[src/rtl/pio_cmd_receiver.sv]
// pio_cmd_receiver: HPS PIO command intake, validation and engine handshake.
// Done is a four-phase flag; it clears only after software drops start.
module pio_cmd_receiver #(
  parameter int IMG_W       = 320,
  parameter int IMG_H       = 240,
  parameter int TIMEOUT_CYC = 1000000,
  parameter int CNT_W       = 20
) (
  input  logic        clk,
  input  logic        reset,
  input  logic [31:0] pio_instruct,
  input  logic [31:0] pio_janela_pos,
  input  logic [31:0] pio_janela_dim,
  input  logic        pio_start,
  input  logic        pio_reset,
  output logic        pio_done,
  output logic        cmd_valid,
  input  logic        cmd_ready,
  output logic [3:0]  cmd_opcode,
  output logic [27:0] cmd_arg,
  output logic [15:0] win_x,
  output logic [15:0] win_y,
  output logic [15:0] win_w,
  output logic [15:0] win_h,
  input  logic        eng_done,
  output logic        eng_rst,
  output logic [2:0]  status
);

  typedef enum logic [2:0] {
    S_IDLE,
    S_CHECK,
    S_ISSUE,
    S_WAIT,
    S_DONE
  } state_t;

  localparam logic [2:0] ST_OK   = 3'd0;
  localparam logic [2:0] ST_ILL  = 3'd1;
  localparam logic [2:0] ST_BAD  = 3'd2;
  localparam logic [2:0] ST_TOUT = 3'd3;

  localparam logic [3:0] OP_NOP = 4'd0;
  localparam logic [3:0] OP_WIN = 4'd3;
  localparam logic [3:0] OP_MAX = 4'd4;

  localparam logic [16:0] IMG_W17 = 17'(IMG_W);
  localparam logic [16:0] IMG_H17 = 17'(IMG_H);
  localparam logic [CNT_W-1:0] TO_LAST = CNT_W'(TIMEOUT_CYC - 1);

  state_t           state_q, state_d;
  logic             start_q;
  logic             prst_q;
  logic [CNT_W-1:0] cnt_q, cnt_d;
  logic [3:0]       op_q, op_d;
  logic [27:0]      arg_q, arg_d;
  logic [15:0]      x_q, x_d;
  logic [15:0]      y_q, y_d;
  logic [15:0]      w_q, w_d;
  logic [15:0]      h_q, h_d;
  logic [2:0]       status_q, status_d;
  logic             eng_rst_q, eng_rst_d;

  logic             rise;
  logic [16:0]      x_end;
  logic [16:0]      y_end;
  logic             bad_win;

  assign rise  = pio_start & ~start_q;
  assign x_end = {1'b0, x_q} + {1'b0, w_q};
  assign y_end = {1'b0, y_q} + {1'b0, h_q};

  assign bad_win = (w_q == 16'd0) | (h_q == 16'd0) |
                   (x_end > IMG_W17) | (y_end > IMG_H17);

  // next-state, latch and status decisions; software reset overrides all
  always_comb begin
    state_d   = state_q;
    cnt_d     = cnt_q;
    op_d      = op_q;
    arg_d     = arg_q;
    x_d       = x_q;
    y_d       = y_q;
    w_d       = w_q;
    h_d       = h_q;
    status_d  = status_q;
    eng_rst_d = 1'b0;
    unique case (state_q)
      S_IDLE: begin
        if (rise) begin
          op_d    = pio_instruct[3:0];
          arg_d   = pio_instruct[31:4];
          x_d     = pio_janela_pos[15:0];
          y_d     = pio_janela_pos[31:16];
          w_d     = pio_janela_dim[15:0];
          h_d     = pio_janela_dim[31:16];
          state_d = S_CHECK;
        end
      end
      S_CHECK: begin
        if (op_q == OP_NOP) begin
          status_d = ST_OK;
          state_d  = S_DONE;
        end else if (op_q > OP_MAX) begin
          status_d = ST_ILL;
          state_d  = S_DONE;
        end else if ((op_q == OP_WIN) && bad_win) begin
          status_d = ST_BAD;
          state_d  = S_DONE;
        end else begin
          status_d = ST_OK;
          state_d  = S_ISSUE;
        end
      end
      S_ISSUE: begin
        if (cmd_ready) begin
          cnt_d   = '0;
          state_d = S_WAIT;
        end
      end
      S_WAIT: begin
        if (eng_done) begin
          status_d = ST_OK;
          state_d  = S_DONE;
        end else if (cnt_q == TO_LAST) begin
          status_d  = ST_TOUT;
          eng_rst_d = 1'b1;
          state_d   = S_DONE;
        end else begin
          cnt_d = cnt_q + 1'b1;
        end
      end
      S_DONE: begin
        if (!pio_start) begin
          state_d = S_IDLE;
        end
      end
      default: begin
        state_d = S_IDLE;
      end
    endcase
    if (pio_reset) begin
      state_d   = S_IDLE;
      cnt_d     = '0;
      op_d      = '0;
      arg_d     = '0;
      x_d       = '0;
      y_d       = '0;
      w_d       = '0;
      h_d       = '0;
      status_d  = ST_OK;
      eng_rst_d = ~prst_q;
    end
  end

  // state and datapath registers; start/pio_reset history keeps tracking
  // under software reset so a held start never looks like a fresh edge
  always_ff @(posedge clk) begin
    if (reset) begin
      state_q   <= S_IDLE;
      start_q   <= 1'b0;
      prst_q    <= 1'b0;
      cnt_q     <= '0;
      op_q      <= '0;
      arg_q     <= '0;
      x_q       <= '0;
      y_q       <= '0;
      w_q       <= '0;
      h_q       <= '0;
      status_q  <= ST_OK;
      eng_rst_q <= 1'b0;
    end else begin
      state_q   <= state_d;
      start_q   <= pio_start;
      prst_q    <= pio_reset;
      cnt_q     <= cnt_d;
      op_q      <= op_d;
      arg_q     <= arg_d;
      x_q       <= x_d;
      y_q       <= y_d;
      w_q       <= w_d;
      h_q       <= h_d;
      status_q  <= status_d;
      eng_rst_q <= eng_rst_d;
    end
  end

  assign pio_done   = (state_q == S_DONE);
  assign cmd_valid  = (state_q == S_ISSUE);
  assign cmd_opcode = op_q;
  assign cmd_arg    = arg_q;
  assign win_x      = x_q;
  assign win_y      = y_q;
  assign win_w      = w_q;
  assign win_h      = h_q;
  assign status     = status_q;
  assign eng_rst    = eng_rst_q;

endmodule

[config.mk]
export PLATFORM = sky130hd
export DESIGN_NAME = pio_cmd_receiver
export DESIGN_NICKNAME = d
export VERILOG_FILES = /design/src/rtl/pio_cmd_receiver.sv
export SDC_FILE = /design/constraint.sdc
export NUM_CORES = 1
export LEC_CHECK = 0
export ABC_CLOCK_PERIOD_IN_PS = 4200
export CAP_MARGIN = 10
export CORE_AREA = 2 2 151 153
export CTS_CLUSTER_DIAMETER = 120
export CTS_CLUSTER_SIZE = 10
export DETAILED_ROUTE_END_ITERATION = 10
export DIE_AREA = 0 0 153 155
export GPL_ROUTABILITY_DRIVEN = 1
export GPL_TIMING_DRIVEN = 0
export HOLD_SLACK_MARGIN = 0.03
export PLACE_DENSITY = 0.58
export SLEW_MARGIN = 5
export SYNTH_ARGS = -nofsm -noshare
export SYNTH_HDL_FRONTEND = slang
export SYNTH_SLANG_ARGS = --single-unit
export TNS_END_PERCENT = 1
[constraint.sdc]
create_clock -name clk -period 4.2 [get_ports clk]
set_input_delay 0.63 -clock clk [delete_from_list [all_inputs] [get_ports clk]]
set_output_delay 0.63 -clock clk [all_outputs]
set_load 0.01 [all_outputs]
==> results of run 1 <==
worst paths after layout:
check	startpoint	to	slack (ps)	cells past startpoint
hold reg to reg	cmd_arg[24]	cmd_arg[24]	450	2
hold / removal	cmd_arg[24]	cmd_arg[24]	450	2
setup / recovery	win_w[0]	state_q[1]	760	11
setup reg to reg	win_w[0]	state_q[1]	760	11
worst reg2reg max path, stage by stage (launching register included):
cell and delay, ps:
dfxtp_1 340, ha_1 220, fa_1 410, a211oi_2 310, nor2_1 100, xor2_1 150
or4_4 480, o31ai_2 280, o2111ai_1 200, or4_4 540, a21oi_2 190, a31o_1 160
logic make-up (layout without fill, tap and decap cells):
logic type,after synthesis,after routing,share of synthesized area [%]
and+or+nand+nor,393,393,27.0
AOI/OAI and AO/OA,217,217,19.5
DFF,124,124,38.2
buffers and inverters,55,288,3.24
adders and majority gates,35,35,6.98
xor gates and xnor gates,31,31,4.18
muxes,5,5,0.790
other,1,2,0.0578
synth_stat cells, types with 2 or more instances:
library cell	number
a211oi_1	6
a211oi_2	2
a21o_1	6
a21oi_1	134
a311oi_1	2
a31oi_1	3
and2_1	3
and3_1	6
and4_1	4
buf_1	4
clkbuf_1	39
dfxtp_1	124
fa_1	2
ha_1	33
inv_1	11
mux2i_1	4
nand2_1	224
nand2b_1	7
nand3_1	24
nand4_1	12
nor2_1	58
nor2b_1	6
nor3_1	7
nor3b_1	4
nor4_1	15
o2111ai_1	4
o211ai_1	5
o21a_1	5
o21ai_0	30
o21bai_1	4
or3_1	13
or4_1	2
or4_4	2
xnor2_1	15
xor2_1	16
layout make-up:
type / count / area share [%]
diodes: 1 / 0.0264
clock inverters: 10 / 1.74
clock buffers: 21 / 4.74
inverters: 11 / 0.435
flip-flops and latches: 124 / 26.1
well taps: 285 / 3.76
repair buffers: 202 / 21.3
multi-input cells: 682 / 40.1
plain buffers: 44 / 1.78
power by group through the flow:
stage,sequential [mW],clock [mW],combinational (mW)
floorplan,1.27,0,0.186
CTS,1.24,1.61,0.424
finish,1.23,1.57,0.418
global placement,1.26,0,0.421
detailed placement,1.26,0,0.421
global route,1.24,1.66,0.462
state kept, by name, indices dropped and copies added (netlist names):
signal	flops
win_w	16
cmd_opcode	4
start_q	1
prst_q	1
status	2
state_q	3
win_y	16
win_h	16
cnt_q	20
win_x	16
eng_rst	1
cmd_arg	28
layer usage:
layer / wire length [µm] / GRT usage (%) / up-vias
met3: 1480 / 5.49 / 14
met5: 0 / 0 / -
li1: - / - / 3440
met4: 197 / 4.89 / 0
met1: 9890 / 23.1 / 3022
met2: 9360 / 26.8 / 193
stage by stage:
step | setup slack, ps | utilization, % | cells
floorplan | 1120 | - | 861
global placement | 134 | 39.9 | 1348
detailed placement | 643 | 39.9 | 1348
CTS | 763 | 42.7 | 1379
global route | 558 | 42.7 | 1380
finish | 761 | 42.7 | 1380
==> out/qor.csv, run 1 <==
metric,value,unit
run status,"complete, no violations",
Max clock buf depth,2,
CORE AREA,22200,µm²
Hold WC Path Type,reg2reg,
Final Cell Area,9490,µm²
ys async rst share,0,%
DR vias,6669,
max-slew violations,0,
yosys warns,0,
Row Count,55,
post-synthesis sequential area ratio,38.2,%
post-synth top area share,38.2,%
power share of the clock group,48.7,%
Die ar.,23700,µm²
post-synth top area cell,dfxtp_1,
mapped cell area,6490,µm²
filler cell count,2306,
Root Driver,clkbuf_16,
"most used cell, CP",or4_4,
CP max-delay cell,or4_4,
Most used DFF post-synth,dfxtp_1,
Port Buffers,202,
CP Max Fanout,4,
synth top area cells,"dfxtp_1, nand2_1, a21oi_1, ha_1, nor2_1",
worst path cell trace,"ha_1, fa_1, a211oi_2, nor2_1, xor2_1, or4_4, o31ai_2, o2111ai_1, or4_4, a21oi_2, a31o_1",
switching pwr,798,µW
crit path launch type,register,
post-route ant nets,0,
Die H,155,µm
"Reg clk slew, reported paths",60,ps
max_slew headroom,44.8,%
Top Family by Delay on Critical Path,compound AO/OA/AOI/OAI gates,
RSZ-0062 raised after global routing,false,
synthesis-to-layout area growth,46.2,%
"most common cell after layout, fill and taps aside",nand2_1,
Final setup viols,0,
slew of the pin with the lowest slew margin,829,ps
first-pass GRT wire length,32.9,mm
hold slack,451,ps
critical path's largest stage delay,540,ps
Comb pwr share,13.0,%
CP arrival,3800,ps
Post-Syn Nets,998,
vias per cell,4.83,
cts-stage hold buffer count,0,
Power Internal,2.42,mW
Tot Pwr,3.22,mW
clock latency on the worst-skew pair,410,ps
power per cell area,339,nW/µm²
LEAKAGE,3.44,nW
library cells used by synthesis,60,
Initial Utilization,29.2,%
VDD IR max,0.244,mV
post_cts resized,0,
initial antenna violation count,1,
register bit total from synthesis,124,
Placer Congestion,0.906,
H-tree depth,4,
detailed-placement wirelength estimate,15.9,mm
largest net degree at the start of global routing,17,
number of CTS-inserted buffers,17,
Placed Area,8870,µm²
FF/Latch Area,2480,µm²
fmax,291,MHz
Sink Count,124,
Crit. End Element,register,
share of cells above drive strength 1,3.66,%
register share of total power,38.3,%
# IOs,204,
vias in the first global route,6235,
number of synthesized flops with an enable pin,0,
DRT iter0 DRCs,419,
CTS tree,yes,
Post-CTS Setup Inserts,0,
area of the multi-input gates,3800,µm²
TritonRoute pass-1 iters,6,
"Buf+Inv Stages, Crit Path",0,
period utilisation layout,81.9,%
critical path required time,4560,ps
DRC violations left,0,
Post-Syn Instances,861,
critical path class,reg2reg,
Die Width,153,µm
Fin Setup TNS,0,ps
max cap viols,0,
Syn Area/Cell,7.54,µm²
minimum clock period,3440,ps
aggregate global routing overflow,0,
"leading cell types in the layout, fill and taps excluded","nand2_1, clkdlybuf4s50_1, a21oi_1",
final WL,20.9,mm
Net Sw Frac,24.8,%
fin nets,1219,
final hold viol count,0,
post-route clock skew,7.25,ps
WL per Instance,15.2,µm
GR Util All Layers,17.3,%
Power figures use the tool's default switching activity.
==> inputs of run 2 (changes only) <==
ABC_CLOCK_PERIOD_IN_PS = 3200   (was 4200)
clock period = 3.2 ns   (was 4.2 ns; I/O delays follow)
==> run 2 against run 1 <==
  * Highest routed layer unchanged
  * Via count is 0.18% lower
  * Sequential power is 32% higher
  * Clock skew hardly changed
  * Setup slack worse by 690 ps
  * Clock power is 31% higher
  * First-iteration DRC count is 8.4% lower
  * Cell count is 0.14% higher
==> out/qor.csv, run 2 (same netlist as run 1, synthesis figures left out) <==
metric,value,unit
worst hold path startpoint,cmd_arg[24],
period utilisation layout,97.6,%
CTS tree,yes,
GR Util All Layers,17.3,%
crit path launch type,register,
Row Count,55,
run status,"complete, no violations",
fmax,320,MHz
Initial Utilization,29.2,%
critical path required time,3560,ps
Die H,155,µm
Final Cell Area,9580,µm²
CP arrival,3480,ps
Hold WC Path Type,reg2reg,
LEAKAGE,3.46,nW
Max clock buf depth,2,
vias per cell,4.82,
TritonRoute pass-1 iters,5,
Setup WS post-layout,75.8,ps
critical path class,reg2reg,
largest net degree at the start of global routing,17,
number of CTS-inserted buffers,17,
Tot Pwr,4.23,mW
Worst R2R End,state_q[1],
clock latency on the worst-skew pair,410,ps
max reg flops,28,
"Reg clk slew, reported paths",60,ps
DRC violations left,0,
detailed-placement wirelength estimate,15.9,mm
VDD IR max,0.317,mV
CORE AREA,22200,µm²
WL per Instance,15.2,µm
routing usage on met1,23.3,%
DR vias,6657,
"Endpoint, Worst Hold",cmd_arg[24],
RSZ-0062 raised after global routing,true,
Root Driver,clkbuf_16,
"most common cell after layout, fill and taps aside",nand2_1,
met3 Use GR,5.38,%
DRT iter0 DRCs,384,
Sink Count,124,
first-pass GRT wire length,32.9,mm
worst path cell trace,"ha_2, fa_2, a211oi_2, nor2_1, xor2_1, or4_4, o31ai_4, o2111ai_2, or4_4, a21oi_4, a31o_1",
final hold viol count,0,
max_slew headroom,46.5,%
Final setup viols,0,
Top Usage Layer GRT,met2,
"most used cell, CP",or4_4,
CP Max Fanout,3,
max cap viols,0,
fin nets,1221,
M2 GR Usage,26.8,%
post-route ant nets,0,
Placed Area,8870,µm²
aggregate global routing overflow,0,
# IOs,204,
share of cells above drive strength 1,5.02,%
Port Buffers,202,
critical path's largest stage delay,540,ps
power per cell area,442,nW/µm²
Post-Place Worst Slack,-211,ps
final WL,21.0,mm
WHS Path Cells,2,
reg-to-reg setup timing slack,80,ps
vias in the first global route,6236,
"leading cell types in the layout, fill and taps excluded","nand2_1, clkdlybuf4s50_1, a21oi_1",
minimum clock period,3120,ps
Die Width,153,µm
Crit. End Element,register,
worst r2r src,win_x[0],
max-slew violations,0,
post-route clock skew,7.15,ps
slew of the pin with the lowest slew margin,803,ps
initial antenna violation count,1,
H-tree depth,4,
synthesis-to-layout area growth,47.6,%
Placer Congestion,0.906,
Die ar.,23700,µm²
CP max-delay cell,or4_4,
Worst Reg-to-Reg Cells,11,
## run 2: changes by cell type in the layout (fill, tap and decap cells not counted), sizes merged
cell    before  now
buf          5    8
clkbuf      60   59
## run 2: how the worst max path moves through the flow
stage,slack [ps],cells after the start,start,to
floorplan,120,11,win_x[0],state_q[2]
global placement,-720,8,pio_start,win_x[0]
detailed placement,-210,11,win_w[0],state_q[1]
CTS,20,11,win_w[0],state_q[1]
global route,-50,11,win_w[0],state_q[1]
finish,80,11,win_x[0],state_q[1]
## run 2: layout make-up
class | count | area (µm²)
Clock inverter | 10 | 165
Tap cell | 285 | 357
Timing Repair Buffer | 205 | 2040
Antenna cell | 1 | 2.50
Clock buffer | 21 | 450
Fill cell | 2309 | 12600
Inverter | 11 | 41.3
Multi-Input combinational cell | 682 | 3870
Sequential cell | 124 | 2480
Buffer | 43 | 166
## run 2: layer usage
| metal | part of all wire [%] | vias up |
|---|---|---|
| met1 | 48 | 3035 |
| li1 | - | 3442 |
| met5 | 0 | - |
| met2 | 45 | 169 |
| met3 | 6.5 | 11 |
| met4 | 0.92 | 0 |
## run 2: through the flow
step                util [%]  instances  hold slack [ps]  setup TNS [ps]
floorplan                  -        861              449               0
global placement        39.9       1348              441          -35060
detailed placement      39.9       1348              446           -6230
CTS                     42.9       1380              453               0
global route            43.1       1382              469           -91.9
finish                  43.1       1382              451               0
## run 2: critical path, delay by kind of cell, from the launching register on
kind | cells | cell delay [ps]
AO/OA/AOI/OAI | 5 | 940
AND/OR/NAND/NOR | 3 | 1100
adder cells (fa/ha/maj) | 2 | 550
XOR/XNOR | 1 | 140
flip-flops | 1 | 330
## run 2: power breakdown
group	total, mW	switching (mW)	internal [mW]	leakage [nW]
sequential	1.62	0.0360	1.58	1.01
clock	2.06	0.734	1.32	0.290
combinational	0.557	0.281	0.276	2.16
total	4.23	1.05	3.18	3.46
## run 2: repair_timing
action / 4_1_cts / 5_1_grt
endpoints found under the setup margin: 3 / 3
buffers inserted: 1 / 2
pin swaps: 3 / 10
cloned: 0 / 0
resized for setup: 5 / 12
hold buffers: 0 / 0
